### src/rtl/pc_stack_pkg.sv
// Shared HACK constants and the per-edge operation decode for the PC/return-stack.
// The decode is kept here so the priority order lives in one place.
package pc_stack_pkg;

  localparam int HACK_ADDR_W    = 15;
  localparam int PC_STACK_DEPTH = 8;

  typedef enum logic [2:0] {
    OP_HOLD     = 3'd0,
    OP_INC      = 3'd1,
    OP_LOAD     = 3'd2,
    OP_CALL     = 3'd3,
    OP_RET      = 3'd4,
    OP_CALL_OVF = 3'd5,
    OP_RET_UNF  = 3'd6
  } pc_op_t;

  // push&pop together is a plain jump; refused push/pop only raise a sticky flag.
  function automatic pc_op_t pc_decode(
    input logic push,
    input logic pop,
    input logic load,
    input logic inc,
    input logic full,
    input logic empty
  );
    pc_op_t op;
    op = OP_HOLD;
    if (push && pop) begin
      op = OP_LOAD;
    end else if (pop) begin
      op = empty ? OP_RET_UNF : OP_RET;
    end else if (push) begin
      op = full ? OP_CALL_OVF : OP_CALL;
    end else if (load) begin
      op = OP_LOAD;
    end else if (inc) begin
      op = OP_INC;
    end
    return op;
  endfunction

endpackage

### src/rtl/pc_stack_lifo_mem.sv
// Return-address storage: DEPTH x WIDTH register array, synchronous write and
// combinational read. Contents are not reset; the depth pointer defines validity.
module lifo_mem #(
  parameter int WIDTH = 15,
  parameter int DEPTH = 8,
  localparam int IDX_W = $clog2(DEPTH)
) (
  input  logic             clk,
  input  logic             i_wr_en,
  input  logic [IDX_W-1:0] i_wr_idx,
  input  logic [WIDTH-1:0] i_wr_data,
  input  logic [IDX_W-1:0] i_rd_idx,
  output logic [WIDTH-1:0] o_rd_data
);

  logic [WIDTH-1:0] r_mem [DEPTH];

  always_ff @(posedge clk) begin
    if (i_wr_en) begin
      r_mem[i_wr_idx] <= i_wr_data;
    end
  end

  assign o_rd_data = r_mem[i_rd_idx];

endmodule

### src/rtl/pc_stack.sv
// HACK program counter with a hardware return-address stack for call/return.
// Only the depth pointer tracks the LIFO; full/empty are decoded from it.
module pc_stack
  import pc_stack_pkg::*;
#(
  parameter int WIDTH = HACK_ADDR_W,
  parameter int DEPTH = PC_STACK_DEPTH,
  localparam int CNT_W = $clog2(DEPTH + 1),
  localparam int IDX_W = $clog2(DEPTH)
) (
  input  logic             clk,
  input  logic             rst_n,
  input  logic [WIDTH-1:0] in,
  input  logic             load,
  input  logic             inc,
  input  logic             push,
  input  logic             pop,
  output logic [WIDTH-1:0] out,
  output logic [CNT_W-1:0] depth,
  output logic             full,
  output logic             empty,
  output logic             overflow,
  output logic             underflow
);

  logic [WIDTH-1:0] r_pc;
  logic [CNT_W-1:0] r_depth;
  logic             r_overflow;
  logic             r_underflow;

  pc_op_t           w_op;
  logic             w_full;
  logic             w_empty;
  logic [WIDTH-1:0] w_pc_inc;
  logic [WIDTH-1:0] w_top;
  logic             w_wr_en;
  logic [IDX_W-1:0] w_wr_idx;
  logic [IDX_W-1:0] w_rd_idx;

  assign w_full   = (r_depth == CNT_W'(DEPTH));
  assign w_empty  = (r_depth == '0);
  assign w_pc_inc = r_pc + WIDTH'(1);
  assign w_op     = pc_decode(push, pop, load, inc, w_full, w_empty);

  // Write slot is the current depth; read slot is the entry just below it.
  assign w_wr_en  = rst_n && (w_op == OP_CALL);
  assign w_wr_idx = IDX_W'(r_depth);
  assign w_rd_idx = IDX_W'(r_depth - CNT_W'(1));

  lifo_mem #(
    .WIDTH (WIDTH),
    .DEPTH (DEPTH)
  ) u_lifo_mem (
    .clk       (clk),
    .i_wr_en   (w_wr_en),
    .i_wr_idx  (w_wr_idx),
    .i_wr_data (w_pc_inc),
    .i_rd_idx  (w_rd_idx),
    .o_rd_data (w_top)
  );

  always_ff @(posedge clk) begin
    if (!rst_n) begin
      r_pc        <= '0;
      r_depth     <= '0;
      r_overflow  <= 1'b0;
      r_underflow <= 1'b0;
    end else begin
      case (w_op)
        OP_INC: begin
          r_pc <= w_pc_inc;
        end
        OP_LOAD: begin
          r_pc <= in;
        end
        OP_CALL: begin
          r_pc    <= in;
          r_depth <= r_depth + CNT_W'(1);
        end
        OP_RET: begin
          r_pc    <= w_top;
          r_depth <= r_depth - CNT_W'(1);
        end
        OP_CALL_OVF: begin
          r_overflow <= 1'b1;
        end
        OP_RET_UNF: begin
          r_underflow <= 1'b1;
        end
        default: begin
        end
      endcase
    end
  end

  assign out       = r_pc;
  assign depth     = r_depth;
  assign full      = w_full;
  assign empty     = w_empty;
  assign overflow  = r_overflow;
  assign underflow = r_underflow;

endmodule

### config.mk
export PLATFORM = sky130hd
export DESIGN_NAME = pc_stack
export DESIGN_NICKNAME = d
export VERILOG_FILES = /design/src/rtl/pc_stack_pkg.sv /design/src/rtl/pc_stack_lifo_mem.sv /design/src/rtl/pc_stack.sv
export SDC_FILE = /design/constraint.sdc
export NUM_CORES = 1
export LEC_CHECK = 0
export BUFFER_PORTS_ARGS = -buffer_cell sky130_fd_sc_hd__buf_2
export CAP_MARGIN = 10
export CORE_MARGIN = 4
export CORE_UTILIZATION = 64
export CTS_CLUSTER_SIZE = 10
export DETAILED_ROUTE_END_ITERATION = 10
export GPL_TIMING_DRIVEN = 1
export PLACE_DENSITY = 0.84
export SETUP_SLACK_MARGIN = 0.05
export SYNTH_ARGS = -nofsm -noshare
export SYNTH_HDL_FRONTEND = slang
export SYNTH_SLANG_ARGS = --single-unit
### constraint.sdc
create_clock -name clk -period 7.4 [get_ports clk]
set_input_delay 1.48 -clock clk [delete_from_list [all_inputs] [get_ports clk]]
set_output_delay 1.48 -clock clk [all_outputs]
set_load 0.02 [all_outputs]
==> run metrics, run 1 <==
CTS Root Cell clkbuf_8; final setup fails 0; Yosys top cell area share about three fifths; R2R Setup Slk 4110 ps; PD cells approximately 340 nW/µm²; I/O Pins 44; most frequent cells in the layout edfxtp_1, nand2_1, buf_2; drt wl/cell approximately 25 µm; kind of critical path reg2out; synthesized area between 6000 and 7000 µm²; row count 35; Synth Area per Inst 15.58 µm²; fmax ~290 MHz; Post-synth top flop edfxtp_1; Starting DRT DRC Count 456; H-tree Lvls 4; Leak ~2.4 nW; Data required, critical path ~5900 ps; syn nets slightly above 400; clk sinks about 140; worst r2r src depth[1]; grt met1 use 36.86%; worst-path maximum fanout 9; final net count about 460; met3 usage 6.736%; Cell variety after synth 46; TritonCTS clock tree yes; Initial Utilization 65.58%; worst hold path class reg2reg; fill count between 500 and 600; Clk Latency, worst-skew pair 520 ps; Final Critical Period about 3500 ps; grt peak-use layer met2; Final Skew 8.039 ps; Syn Inst Count approximately 390; vias per inst around 6.5; Setup crit start kind register; largest net degree at the start of global routing 37; Clock Tree Buf Depth 2; clock-pin slew on the worst setup and hold paths 60 ps; Fin Setup TNS 0 ps; most common cell after layout, fill and taps aside edfxtp_1; gr ovfl total 0; worst path arrival time just over 2000 ps; vias in the first global route 3909; initial antenna violation count 0; Post-CTS Setup Repair Bufs 0; utilization after layout about three quarters; DP HPWL 8.572 mm; CP Capture Type primary output; met2 Use GR around 44%; fin crit share 47.40%; worst-margin pin slew 985.1 ps; Max VDD drop between 0.2 and 0.25 mV; Placer Congestion around 0.86; #FFs+latches synth roughly 140; Hold Vio Cnt, Final 0; post-cts resize count 0; dominant cell type by area after synthesis edfxtp_1; total die area 11090 µm²; Worst Min Path Start overflow; router iterations before antenna repair 5; Post-synth EDFFs between 100 and 150; Num CTS Buffers 17; top cells by area, synth edfxtp_1, mux4_2, dfxtp_1; port buffer count 43; via count roughly 3800; floorplan core area slightly above 9000 µm²; first-pass GRT wire length 22.67 mm; area grow syn2layout 16.15%; post-synthesis sequential area ratio 66.41%; Post-DRT Antenna Nets 0; Post-route DRC 0; post-cts hold buffer count 0; die height 105.3 µm; chip width around 110 µm; slew margin rel. about a third; status finished, final reports clean; share of cells above drive strength 1 between 20 and 30%; FFs w/ async S/R, synth 0%; unrepaired setup endpoints after global routing no; final wirelength between 10 and 15 mm; warnings from Yosys 0; Max Slew Vio Count 0; Max Cap Viol 0; GRT Total Usage 27.82%; antenna cells 0; Worst Setup SP depth[1]
-- per-layer routing --
metal | part of all wire (%) | up-vias | wire [µm]
li1 | - | 1627 | -
met1 | 38 | 1904 | 5449
met2 | 50 | 226 | 7242
met3 | 9.0 | 52 | 1303
met4 | 3.3 | 0 | 485
met5 | 0 | - | 0
-- report_power, final --
part           internal, W  leakage, nW  switching, W  total [W]
Sequential        0.000932         1.27     0.0000461   0.000978
Clock             0.000583        0.301      0.000333   0.000915
Combinational     0.000189        0.875      0.000310   0.000498
-- cells by family after synthesis --
family / after synthesis / share of synthesized area (%)
xor+xnor: 17 / 2.581
mux: 30 / 11.15
simple gates: 101 / 8.321
fa+ha+maj: 3 / 0.6195
buf+inv: 27 / 2.416
flops: 141 / 66.41
compound gates: 70 / 8.507
-- state kept, by name, indices dropped and copies added (netlist names) --
name              cells
overflow              1
out                  15
underflow             1
u_lifo_mem.r_mem    120
depth                 4
-- stage by stage --
stage | worst slack [ps] | power (W) | instance area (µm²) | hold WS, ps | std cells
4_1_cts | 3913 | 0.002391 | 7038 | 493.6 | 582
3_5_place_dp | 3559 | 0.001479 | 6402 | 475.0 | 550
3_3_place_gp | 3677 | 0.001465 | 6402 | 473.6 | 550
5_1_grt | 3793 | 0.002480 | 7038 | 541.0 | 582
6_report | 3892 | 0.002391 | 7038 | 495.5 | 582
2_1_floorplan | 3678 | 0.001342 | 6060 | 576.7 | 389
-- Yosys cell counts (5+ instances only) --
| master | number |
|---|---|
| edfxtp_1 | 120 |
| nand2_1 | 43 |
| mux4_2 | 30 |
| a21oi_1 | 27 |
| dfxtp_1 | 21 |
| nor2_1 | 13 |
| buf_2 | 12 |
| o21ai_0 | 11 |
| nand3_1 | 8 |
| xnor2_1 | 8 |
| xor2_1 | 8 |
| buf_4 | 6 |
| nor2b_1 | 6 |
| nor3_1 | 6 |
| a221oi_2 | 5 |
| inv_1 | 5 |
-- cell type report --
cell class                 instances  area (µm²)  share of cell area [%]
sequential                       141        4025                   57.19
multi-input combinational        221        1899                   26.99
clock buffer                      18       417.9                   5.938
timing repair buffer              54       297.8                   4.231
clock inverter                    14       217.7                   3.093
tap                              129       161.4                   2.293
inverter                           5       18.77                  0.2667
-- worst max-delay path, stage by stage (launching register included) --
cell and delay [ps]:
dfxtp_1 570, inv_1 140, ha_1 310, and3b_1 290
buf_2 190
-- final timing paths --
check,cells past startpoint,end
hold reg to reg,2,overflow
hold / removal,2,overflow
setup reg to reg,7,u_lifo_mem.r_mem[4][4]
setup / recovery,4,full
(Power assumes the default switching activity.)
==> inputs of run 2 (changes only) <==
--- a/config.mk
+++ b/config.mk
@@ -5,14 +5,15 @@
 export SDC_FILE = /design/constraint.sdc
 export NUM_CORES = 1
 export LEC_CHECK = 0
+export ABC_AREA = 1
 export BUFFER_PORTS_ARGS = -buffer_cell sky130_fd_sc_hd__buf_2
 export CAP_MARGIN = 10
 export CORE_MARGIN = 4
-export CORE_UTILIZATION = 64
+export CORE_UTILIZATION = 55
 export CTS_CLUSTER_SIZE = 10
 export DETAILED_ROUTE_END_ITERATION = 10
 export GPL_TIMING_DRIVEN = 1
-export PLACE_DENSITY = 0.84
+export PLACE_DENSITY = 0.76
 export SETUP_SLACK_MARGIN = 0.05
 export SYNTH_ARGS = -nofsm -noshare
 export SYNTH_HDL_FRONTEND = slang
==> constraint.sdc (replaced) <==
create_clock -name clk -period 3 [get_ports clk]
set_input_delay 0.6 -clock clk [delete_from_list [all_inputs] [get_ports clk]]
set_output_delay 0.6 -clock clk [all_outputs]
set_load 0.02 [all_outputs]
==> run 2 against run 1 <==
Against the previous run:
- critical path depth is 6 higher
- sequential power is 140% higher
- register-to-register slack worse by 3700 ps
- sequential share of layout area is 4.1 points lower
- worst setup slack worse by 3500 ps
- final cell count is 58% higher
- critical path type is now reg2reg
- largest cell class unchanged
- largest power group unchanged
==> run metrics, run 2 <==
status finished, final reports clean; vias per inst about 5.6; floorplan core area between 10000 and 15000 µm²; Post-synth top flop edfxtp_1; largest net degree at the start of global routing 66; Num CTS Buffers 17; worst path arrival time roughly 2700 ps; most common cell after layout, fill and taps aside nand2_1; Final Critical Period 2583 ps; share of cells above drive strength 1 14.65%; DP Cell Count between 800 and 900; most frequent cells after synthesis nand2_1, edfxtp_1, nand3_1, nor2_1, inv_1; Final Skew around 8 ps; post-cts hold buffer count 0; worst slack at placement 500.8 ps; syn nets 742; Biggest register u_lifo_mem.r_mem; Buffers & Inverters on Critical Path 3; grt peak-use layer met2; top-count cell post-synth nand2_1; Max Slew Vio Count 0; Setup crit start kind register; post-synthesis sequential area ratio about three fifths; Synth Area per Inst between 9 and 10 µm²; kind of critical path reg2reg; drt wl/cell about 18 µm; worst-margin pin slew ~750 ps; FFs w/ async S/R, synth 0%; Post-route DRC 0; I/O Pins 44; gr ovfl total 0; dominant cell type by area after synthesis edfxtp_1; chip width between 100 and 150 µm; met2 Use GR 39.67%; antenna cells 0; Cell variety after synth 28; Max Cap Viol 0; clk sinks around 140; PD cells approximately 720 nW/µm²; grt met1 use 33.70%; via count 5189; first-pass GRT wire length roughly 27 mm; max reg flops 120; area grow syn2layout 15.11%; router iterations before antenna repair 5; CP most frequent cell inv_1; Fin Setup TNS 0 ps; final setup margin 417.2 ps; Post-DRT Antenna Nets 0; Critical Path Slowest Stage Cell dfxtp_1; H-tree Lvls 4; Syn Inst Count 718; Leak 3.196 nW; CTS Root Cell clkbuf_16; row count 39; most frequent cells in the layout nand2_1, edfxtp_1, nand3_1; met3 usage under 10%; Clock Tree Buf Depth 2; vias in the first global route around 5300; Data required, critical path between 3000 and 4000 ps; die height between 100 and 150 µm; #FFs+latches synth around 140; non-filler cells, final 921; top cells by area, synth edfxtp_1, nand2_1, nand3_1; worst hold path class reg2reg; CP Capture Type register; slowest cell delay on critical path 500 ps; Clk Latency, worst-skew pair approximately 420 ps; fmax between 300 and 400 MHz; Yosys top cell area share a little over half; crit-path cells inv_1 -> ha_2 -> nand4_1 -> nand3_2 -> nand2_4 -> nand2_1 -> nor2_1 -> inv_1 -> nor4_4 -> buf_4; kind of cell adding the most delay to the critical path simple AND/OR/NAND/NOR gates; final setup fails 0; Hold WS about 500 ps; TritonCTS clock tree yes; final net count just under 800; Starting DRT DRC Count approximately 540; total die area about 14000 µm²; unrepaired setup endpoints after global routing no; synthesized area 6581 µm²; Max VDD drop between 0.4 and 0.5 mV; Post-CTS Setup Repair Bufs 0; fin crit share a little under nine tenths; DP HPWL 10.33 mm; worst-path maximum fanout 15; Post-synth EDFFs 120; initial antenna violation count 0; Hold Vio Cnt, Final 0; port buffer count 43; warnings from Yosys 0; Initial Utilization between 50 and 60%; post-cts resize count 0; final wirelength about 16 mm; Placer Congestion approximately 0.98; clock-pin slew on the worst setup and hold paths 60 ps; slew margin rel. approximately half; GRT Total Usage approximately a quarter
[run 2: final cells by class]
cell class | instances | area (µm²)
clock buffer | 19 | 432.9
clock inverter | 13 | 166.4
fill | 872 | 3989
inverter | 47 | 176.4
multi-input combinational | 496 | 2238
sequential | 141 | 4025
tap | 143 | 178.9
timing repair buffer | 62 | 357.8
[run 2: stage by stage]
step | total power (W) | utilization, % | area (µm²)
after floorplan | 0.003016 | - | 6615
after global placement | 0.003313 | 60.33 | 6977
after detailed placement | 0.003326 | 60.33 | 6977
after CTS | 0.005430 | 65.51 | 7576
after global routing | 0.005672 | 65.51 | 7576
final | 0.005446 | 65.51 | 7576
[run 2: logic make-up (layout without fill, tap and decap cells)]
| group | Yosys count | count (layout) | share of synthesized area [%] |
|---|---|---|---|
| adders and majority gates | 3 | 3 | 0.5704 |
| buffers and inverters | 81 | 141 | 5.342 |
| DFF | 141 | 141 | 61.14 |
| and+or+nand+nor | 473 | 473 | 30.48 |
| AOI/OAI and AO/OA | 9 | 9 | 0.7225 |
| xor gates and xnor gates | 11 | 11 | 1.749 |
[run 2: path summary, 6_finish.rpt]
| path | start | to | slack (ps) | cells past startpoint |
|---|---|---|---|---|
| min reg2reg | underflow | underflow | 500 | 2 |
| min | underflow | underflow | 500 | 2 |
| max | depth[1] | u_lifo_mem.r_mem[1][9] | 420 | 10 |
| max reg2reg | depth[1] | u_lifo_mem.r_mem[1][9] | 420 | 10 |
[run 2: layer usage]
metal,wire length [µm],share of wire [%]
met4,238,1.5
met3,1473,9.1
met1,6884,42
met2,7657,47
met5,0,0
[run 2: where the power goes]
part / switching, W / leakage (nW) / internal, W
sequential: 0.0000529 / 1.27 / 0.00224
clock: 0.000814 / 0.272 / 0.00131
combinational: 0.000733 / 1.65 / 0.000295
[run 2: worst min-delay path: stages, from the launching register on]
cell	delay [ps]
dfxtp_1	340
a21oi_1	50
nor2_1	80
